==> config.mk <==
export PLATFORM = sky130hd
export DESIGN_NAME = dlsc_pcie_s6_outbound_read_alloc
export DESIGN_NICKNAME = d
export VERILOG_FILES = /design/src/rtl/dlsc_pcie_s6_outbound_read_pkg.sv /design/src/rtl/dlsc_pcie_s6_outbound_read_credit.sv /design/src/rtl/dlsc_pcie_s6_outbound_read_alloc.sv
export SDC_FILE = /design/constraint.sdc
export NUM_CORES = 1
export LEC_CHECK = 0
export ABC_CLOCK_PERIOD_IN_PS = 6850
export CAP_MARGIN = 5
export CELL_PAD_IN_SITES_DETAIL_PLACEMENT = 0
export CELL_PAD_IN_SITES_GLOBAL_PLACEMENT = 1
export CORE_MARGIN = 5
export CORE_UTILIZATION = 40
export CTS_CLUSTER_SIZE = 16
export DETAILED_ROUTE_END_ITERATION = 8
export PLACE_DENSITY_LB_ADDON = 0.1
export SLEW_MARGIN = 20
export SYNTH_ARGS = -nofsm -noshare
export SYNTH_HDL_FRONTEND = slang
export SYNTH_HIERARCHICAL = 1
export SYNTH_SLANG_ARGS = --single-unit
==> constraint.sdc <==
create_clock -name clk -period 6.85 [get_ports clk]
set_input_delay 1.0275 -clock clk [delete_from_list [all_inputs] [get_ports clk]]
set_output_delay 1.0275 -clock clk [all_outputs]
set_load 0.02 [all_outputs]
==> src/rtl/dlsc_pcie_s6_outbound_read_pkg.sv <==
// Shared definitions for the outbound read completion-buffer allocator.
package dlsc_pcie_s6_outbound_read_pkg;

    // Allocator sequencing: one command moves INIT->IDLE->CHECK->ALLOC->ISSUE->IDLE
    typedef enum logic [2:0] {
        ST_INIT  = 3'd0,
        ST_IDLE  = 3'd1,
        ST_CHECK = 3'd2,
        ST_ALLOC = 3'd3,
        ST_ISSUE = 3'd4
    } state_t;

endpackage

==> src/rtl/dlsc_pcie_s6_outbound_read_credit.sv <==
// Outstanding-tag and free-dword bookkeeping for the read completion buffer.
// Tracks allocations against dealloc feedback and reports whether a request fits.
module dlsc_pcie_s6_outbound_read_credit #(
    parameter int LEN  = 4,
    parameter int TAG  = 5,
    parameter int BUFA = 9
) (
    input  logic           clk,
    input  logic           rst_n,
    input  logic [TAG:0]   cfgTags_i,
    input  logic           alloc_i,
    input  logic [LEN-1:0] allocLen_i,
    input  logic [LEN-1:0] reqLen_i,
    input  logic           deallocTag_i,
    input  logic           deallocData_i,
    output logic           hasSpace_o
);

    localparam int DW = BUFA + 1;
    localparam logic [BUFA:0] DW_FULL = DW'(1) << BUFA;

    logic [TAG:0]  tagsOut_q;
    logic [TAG:0]  tagsOut_d;
    logic [BUFA:0] dwFree_q;
    logic [BUFA:0] dwFree_d;
    logic [BUFA:0] allocDw;
    logic [BUFA:0] reqDw;

    assign allocDw = alloc_i ? (DW'(allocLen_i) + DW'(1)) : '0;
    assign reqDw   = DW'(reqLen_i) + DW'(1);

    // Net the allocation and dealloc pulses of the same cycle into next counts
    always_comb begin
        tagsOut_d = tagsOut_q;
        if (alloc_i && !deallocTag_i) begin
            tagsOut_d = tagsOut_q + (TAG+1)'(1);
        end else if (!alloc_i && deallocTag_i) begin
            tagsOut_d = tagsOut_q - (TAG+1)'(1);
        end
        dwFree_d = dwFree_q + DW'(deallocData_i) - allocDw;
    end

    // Counter registers; the buffer starts completely free
    always_ff @(posedge clk) begin
        if (!rst_n) begin
            tagsOut_q <= '0;
            dwFree_q  <= DW_FULL;
        end else begin
            tagsOut_q <= tagsOut_d;
            dwFree_q  <= dwFree_d;
        end
    end

    // Freeing a tag or dword that was never handed out means the buffer lost sync
    always_ff @(posedge clk) begin
        if (rst_n) begin
            assert (!(deallocTag_i && tagsOut_q == '0));
            assert (!(deallocData_i && dwFree_q == DW_FULL));
        end
    end

    assign hasSpace_o = (tagsOut_q < cfgTags_i) && (dwFree_q >= reqDw);

endmodule

==> src/rtl/dlsc_pcie_s6_outbound_read_alloc.sv <==
// Outbound read allocator: accepts one AXI read command at a time, reserves a
// PCIe tag plus a contiguous dword region, writes the tag table entry, then
// offers the read-request descriptor to the TLP generator.
module dlsc_pcie_s6_outbound_read_alloc
    import dlsc_pcie_s6_outbound_read_pkg::*;
#(
    parameter int ADDR = 32,
    parameter int LEN  = 4,
    parameter int TAG  = 5,
    parameter int BUFA = 9
) (
    input  logic            clk,
    input  logic            rst_n,
    input  logic [TAG:0]    cfg_tags,
    output logic            axi_ar_ready,
    input  logic            axi_ar_valid,
    input  logic [ADDR-1:0] axi_ar_addr,
    input  logic [LEN-1:0]  axi_ar_len,
    input  logic            tlp_ready,
    output logic            tlp_valid,
    output logic [ADDR-3:0] tlp_addr,
    output logic [LEN:0]    tlp_len,
    output logic [TAG-1:0]  tlp_tag,
    output logic            alloc_init,
    output logic            alloc_valid,
    output logic [TAG:0]    alloc_tag,
    output logic [BUFA-1:0] alloc_bufa,
    input  logic            dealloc_tag,
    input  logic            dealloc_data
);

    localparam int LW = LEN + 1;
    localparam int BW = BUFA;

    state_t          state_q;
    logic            arReady_q;
    logic            allocInit_q;
    logic            allocValid_q;
    logic [TAG:0]    allocTag_q;
    logic [BUFA-1:0] allocBufa_q;
    logic            tlpValid_q;
    logic [ADDR-3:0] tlpAddr_q;
    logic [LEN:0]    tlpLen_q;
    logic [TAG-1:0]  tlpTag_q;
    logic [LEN-1:0]  len_q;
    logic            hasSpace;
    logic [1:0]      unusedAddrLsb;

    // Byte offset within a dword carries no meaning for dword reads
    assign unusedAddrLsb = axi_ar_addr[1:0];

    dlsc_pcie_s6_outbound_read_credit #(
        .LEN  (LEN),
        .TAG  (TAG),
        .BUFA (BUFA)
    ) uCredit (
        .clk           (clk),
        .rst_n         (rst_n),
        .cfgTags_i     (cfg_tags),
        .alloc_i       (allocValid_q),
        .allocLen_i    (len_q),
        .reqLen_i      (len_q),
        .deallocTag_i  (dealloc_tag),
        .deallocData_i (dealloc_data),
        .hasSpace_o    (hasSpace)
    );

    // Command sequencer with registered handshakes, pointers and descriptor
    always_ff @(posedge clk) begin
        if (!rst_n) begin
            state_q      <= ST_INIT;
            arReady_q    <= 1'b0;
            allocInit_q  <= 1'b1;
            allocValid_q <= 1'b0;
            allocTag_q   <= '0;
            allocBufa_q  <= '0;
            tlpValid_q   <= 1'b0;
            tlpAddr_q    <= '0;
            tlpLen_q     <= '0;
            tlpTag_q     <= '0;
            len_q        <= '0;
        end else begin
            case (state_q)
                ST_INIT: begin
                    allocInit_q <= 1'b0;
                    arReady_q   <= 1'b1;
                    state_q     <= ST_IDLE;
                end
                ST_IDLE: begin
                    if (axi_ar_valid && arReady_q) begin
                        arReady_q <= 1'b0;
                        tlpAddr_q <= axi_ar_addr[ADDR-1:2];
                        tlpLen_q  <= LW'(axi_ar_len) + LW'(1);
                        len_q     <= axi_ar_len;
                        state_q   <= ST_CHECK;
                    end
                end
                ST_CHECK: begin
                    if (hasSpace) begin
                        allocValid_q <= 1'b1;
                        tlpValid_q   <= 1'b1;
                        tlpTag_q     <= allocTag_q[TAG-1:0];
                        state_q      <= ST_ALLOC;
                    end
                end
                ST_ALLOC: begin
                    allocValid_q <= 1'b0;
                    allocTag_q   <= allocTag_q + (TAG+1)'(1);
                    allocBufa_q  <= allocBufa_q + BW'(len_q) + BW'(1);
                    if (tlp_ready) begin
                        tlpValid_q <= 1'b0;
                    end
                    state_q <= ST_ISSUE;
                end
                ST_ISSUE: begin
                    if (!tlpValid_q || tlp_ready) begin
                        tlpValid_q <= 1'b0;
                        arReady_q  <= 1'b1;
                        state_q    <= ST_IDLE;
                    end
                end
                default: begin
                    state_q <= ST_INIT;
                end
            endcase
        end
    end

    assign axi_ar_ready = arReady_q;
    assign alloc_init   = allocInit_q;
    assign alloc_valid  = allocValid_q;
    assign alloc_tag    = allocTag_q;
    assign alloc_bufa   = allocBufa_q;
    assign tlp_valid    = tlpValid_q;
    assign tlp_addr     = tlpAddr_q;
    assign tlp_len      = tlpLen_q;
    assign tlp_tag      = tlpTag_q;

endmodule
==> flow_summary.toml <==
[outcome]
status = "complete, no violations"

[placement]
dp_hpwl_um = 7140
dp_slack_ps = 3140
place_inst = 716
portBuffers = 104
place_congestion = 0.805

[finish]
fin_cells = 732
fillCellCount = 1050
drive_above_1_share_pct = 4.05
final_cell_mix = "nand2_1 (106), clkdlybuf4s50_1 (103), dfxtp_1 (82)"
antenna_cells = 0
multi_input_area_um2 = 2470
ff_latch_area_um2 = 1640
fin_nets = 678
synthToLayoutAreaGrowth_pct = 29.2
final_common_cell = "nand2_1"

[synthesis]
synth_edf_count = 0
syn_nets = 583
syn_area_um2 = 4360
yosys_most_used_dff = "dfxtp_1"
synthesis.instances = 492
ys_seq_elements = 82
syn_area_per_cell_um2 = 8.87
yosysUniqueCellTypes = 47
ys_async_sr_fraction_pct = 0
yosysSeqAreaShare_pct = 37.6
yosys_warnings = 6

[min_path]
hp-class = "flip-flop to flip-flop"
hp-start = "tlp_addr[18]$_SDFFE_PN0P_"
min_to = "tlp_addr[18]$_SDFFE_PN0P_"
hold_depth = 2

[cts]
cts.repair.resized = 0
cts_made_buffers = 9
cts_setup_buffers = 0
cts.sinks = 82
ctsHoldBuffers = 0
cts-root-buf = "clkbuf_8"
clk_pin_slew_worst_paths_ps = 80
htree_levels = 3
cts_tree = "yes"
clock_path_buffers = 2
clkLatencyLatePin_ps = 350

[die]
row_count = 38
start_util_pct = 40.6
core_um2 = 10700
dieArea_um2 = 13100
die_y_um = 114
die_width_um = 114
pin_count = 107

[global_routing]
gr-total-overflow = 0
grt_pass1_wl_um = 16700
use_met1_pct = 19.2
use_met2_pct = 25.6
grt_max_degree = 88
grtUsageTotal_pct = 15.8
antenna_found_initial = 0
grt_pass1_vias = 3543
met3_usage_pct = 5.87
top_usage_layer = "met2"

[setup_path]
r2r_start = "len_q[2]$_SDFFE_PN0P_"
cp_data_arrival_time_ps = 3550
cp_cell_sequence = "clkdlybuf4s50_1 -> inv_1 -> ha_1 -> a21oi_1 -> o21ai_0 -> a21o_1 -> a211oi_1 -> nor2b_1 -> and3b_1 -> mux2i_1 -> nor2b_1"
startpoint_type = "input port"
endpoint_kind = "flip-flop"
criticalPathCategory = "input port to flip-flop"
reg2reg_to = "tlp_tag[1]$_SDFFE_PN0P_"
required_ps = 7090
slowest_stage = "clkdlybuf4s50_1"
r2r.worst_path.cells = 11
crit_top_cell = "nor2b_1"
cpPeakStageDelay_ps = 460
path_max_fanout = 6
r2r_slack_ps = 4010

[detailed_routing]
dr.pass1.iters = 6
wl_per_cell_um = 13.5
routed_wl_um = 9890
ant_nets = 0
route.detailed.drc = 0
drt_iter0_drc = 105
num_vias = 3566
via_per_inst = 4.87

[power]
power.leakage_nw = 2.26
peakVddDrop_mv = 0.157
cellInternalPower_uw = 907
power_frac_seq_pct = 40.9
p_switching_uw = 428
p_comb_share_pct = 34.3
switching_share_pct = 32.0
p_clk_share_pct = 24.8
pwr_density_cell_nw_per_um2 = 237

[sta]
setup_tns_ps = 0
hold_viol_final = 0
fmax_ghz = 0.303
setup_violations = 0
worst_slack_ps = 3550
slew-limit-headroom_pct = 47.4
fin_crit_sh_pct = 48.2
fin_crit_ps = 3300
grt_setup_unrepaired = "false"
drv_slew = 0
max_slew.worst_pin.slew_ps = 789
finClkSkew_ps = 8.76

[run]
drv_cap = 0
[Yosys cell counts (all sizes together), types with 5 or more instances]
master | count | area, µm²
nand2 | 106 | 398
dfxtp | 82 | 1640
a21boi | 43 | 323
ha | 40 | 500
inv | 28 | 105
o21ai | 16 | 80.1
buf | 15 | 114
a21oi | 14 | 70.1
and2 | 12 | 75.1
nor2b | 12 | 75.1
xnor2 | 12 | 105
mux2i | 10 | 100
nand3 | 10 | 62.6
clkbuf | 8 | 30.0
nand2b | 8 | 50.1
xor2 | 8 | 70.1
nand4 | 7 | 43.8
a21o | 5 | 37.5
o21a | 5 | 37.5
or3 | 5 | 31.3
[metrics by stage]
step | hold slack (ps) | utilization [%] | instance area, µm² | total power [mW]
after floorplan | 485 | - | 4360 | 0.899
after global placement | 438 | 50.8 | 5450 | 1.00
after detailed placement | 445 | 50.8 | 5450 | 1.02
after CTS | 457 | 52.5 | 5640 | 1.35
after global routing | 471 | 52.5 | 5640 | 1.44
final | 451 | 52.5 | 5640 | 1.33
[logic make-up (layout without fill, tap and decap cells)]
logic type      Yosys count  in the layout  synth area share (%)
simple gates            181            181                  20.8
fa+ha+maj                43             43                  12.8
mux                      11             11                  2.55
flops                    82             82                  37.6
compound gates          104            104                  16.5
buf+inv                  51            151                  5.71
xor+xnor                 20             20                  4.01
[flip-flops by register name, summed over array words and instances (netlist names)]
| name | count |
|---|---|
| tlp_tag | 5 |
| alloc_tag | 6 |
| axi_ar_ready | 1 |
| tlp_len | 5 |
| tlp_valid | 1 |
| tlp_addr | 30 |
| state_q | 3 |
| alloc_valid | 1 |
| uCredit/tagsOut_q | 6 |
| len_q | 4 |
| alloc_bufa | 9 |
| uCredit/dwFree_q | 10 |
| alloc_init | 1 |
[area by class of cell]
cell class / instances / area share [%]
inverters: 28 / 1.86
clock buffers: 14 / 3.06
clock inverters: 2 / 0.178
multi-input cells: 359 / 43.9
flip-flops and latches: 82 / 29.1
well taps: 140 / 3.11
repair buffers: 107 / 18.8
[power by group through the flow]
stage	clock, mW	combinational, mW	sequential (mW)
finish	0.331	0.458	0.546
global route	0.366	0.525	0.553
CTS	0.344	0.461	0.548
detailed placement	0	0.457	0.559
global placement	0	0.445	0.558
floorplan	0	0.340	0.559
[critical path, delay by kind of cell]
family,cells,cell delay [ps]
multiplexers,1,250
AND/OR/NAND/NOR,3,740
AO/OA/AOI/OAI,4,730
buffers and inverters,2,500
adder cells (fa/ha/maj),1,300
[worst max path at each step]
stage	from	endpoint
floorplan	cfg_tags[3]	tlp_tag[3]$_SDFFE_PN0P_
global placement	cfg_tags[3]	tlp_tag[4]$_SDFFE_PN0P_
detailed placement	cfg_tags[3]	tlp_tag[1]$_SDFFE_PN0P_
CTS	cfg_tags[3]	tlp_tag[1]$_SDFFE_PN0P_
global route	cfg_tags[3]	tlp_tag[1]$_SDFFE_PN0P_
finish	cfg_tags[3]	tlp_tag[1]$_SDFFE_PN0P_
[routing by layer]
layer | vias to the layer above | part of all wire (%)
met1 | 1630 | 45
met4 | 0 | 1.5
met2 | 60 | 46
met3 | 12 | 7.5
li1 | 1864 | -
met5 | - | 0
(Power assumes the default switching activity.)
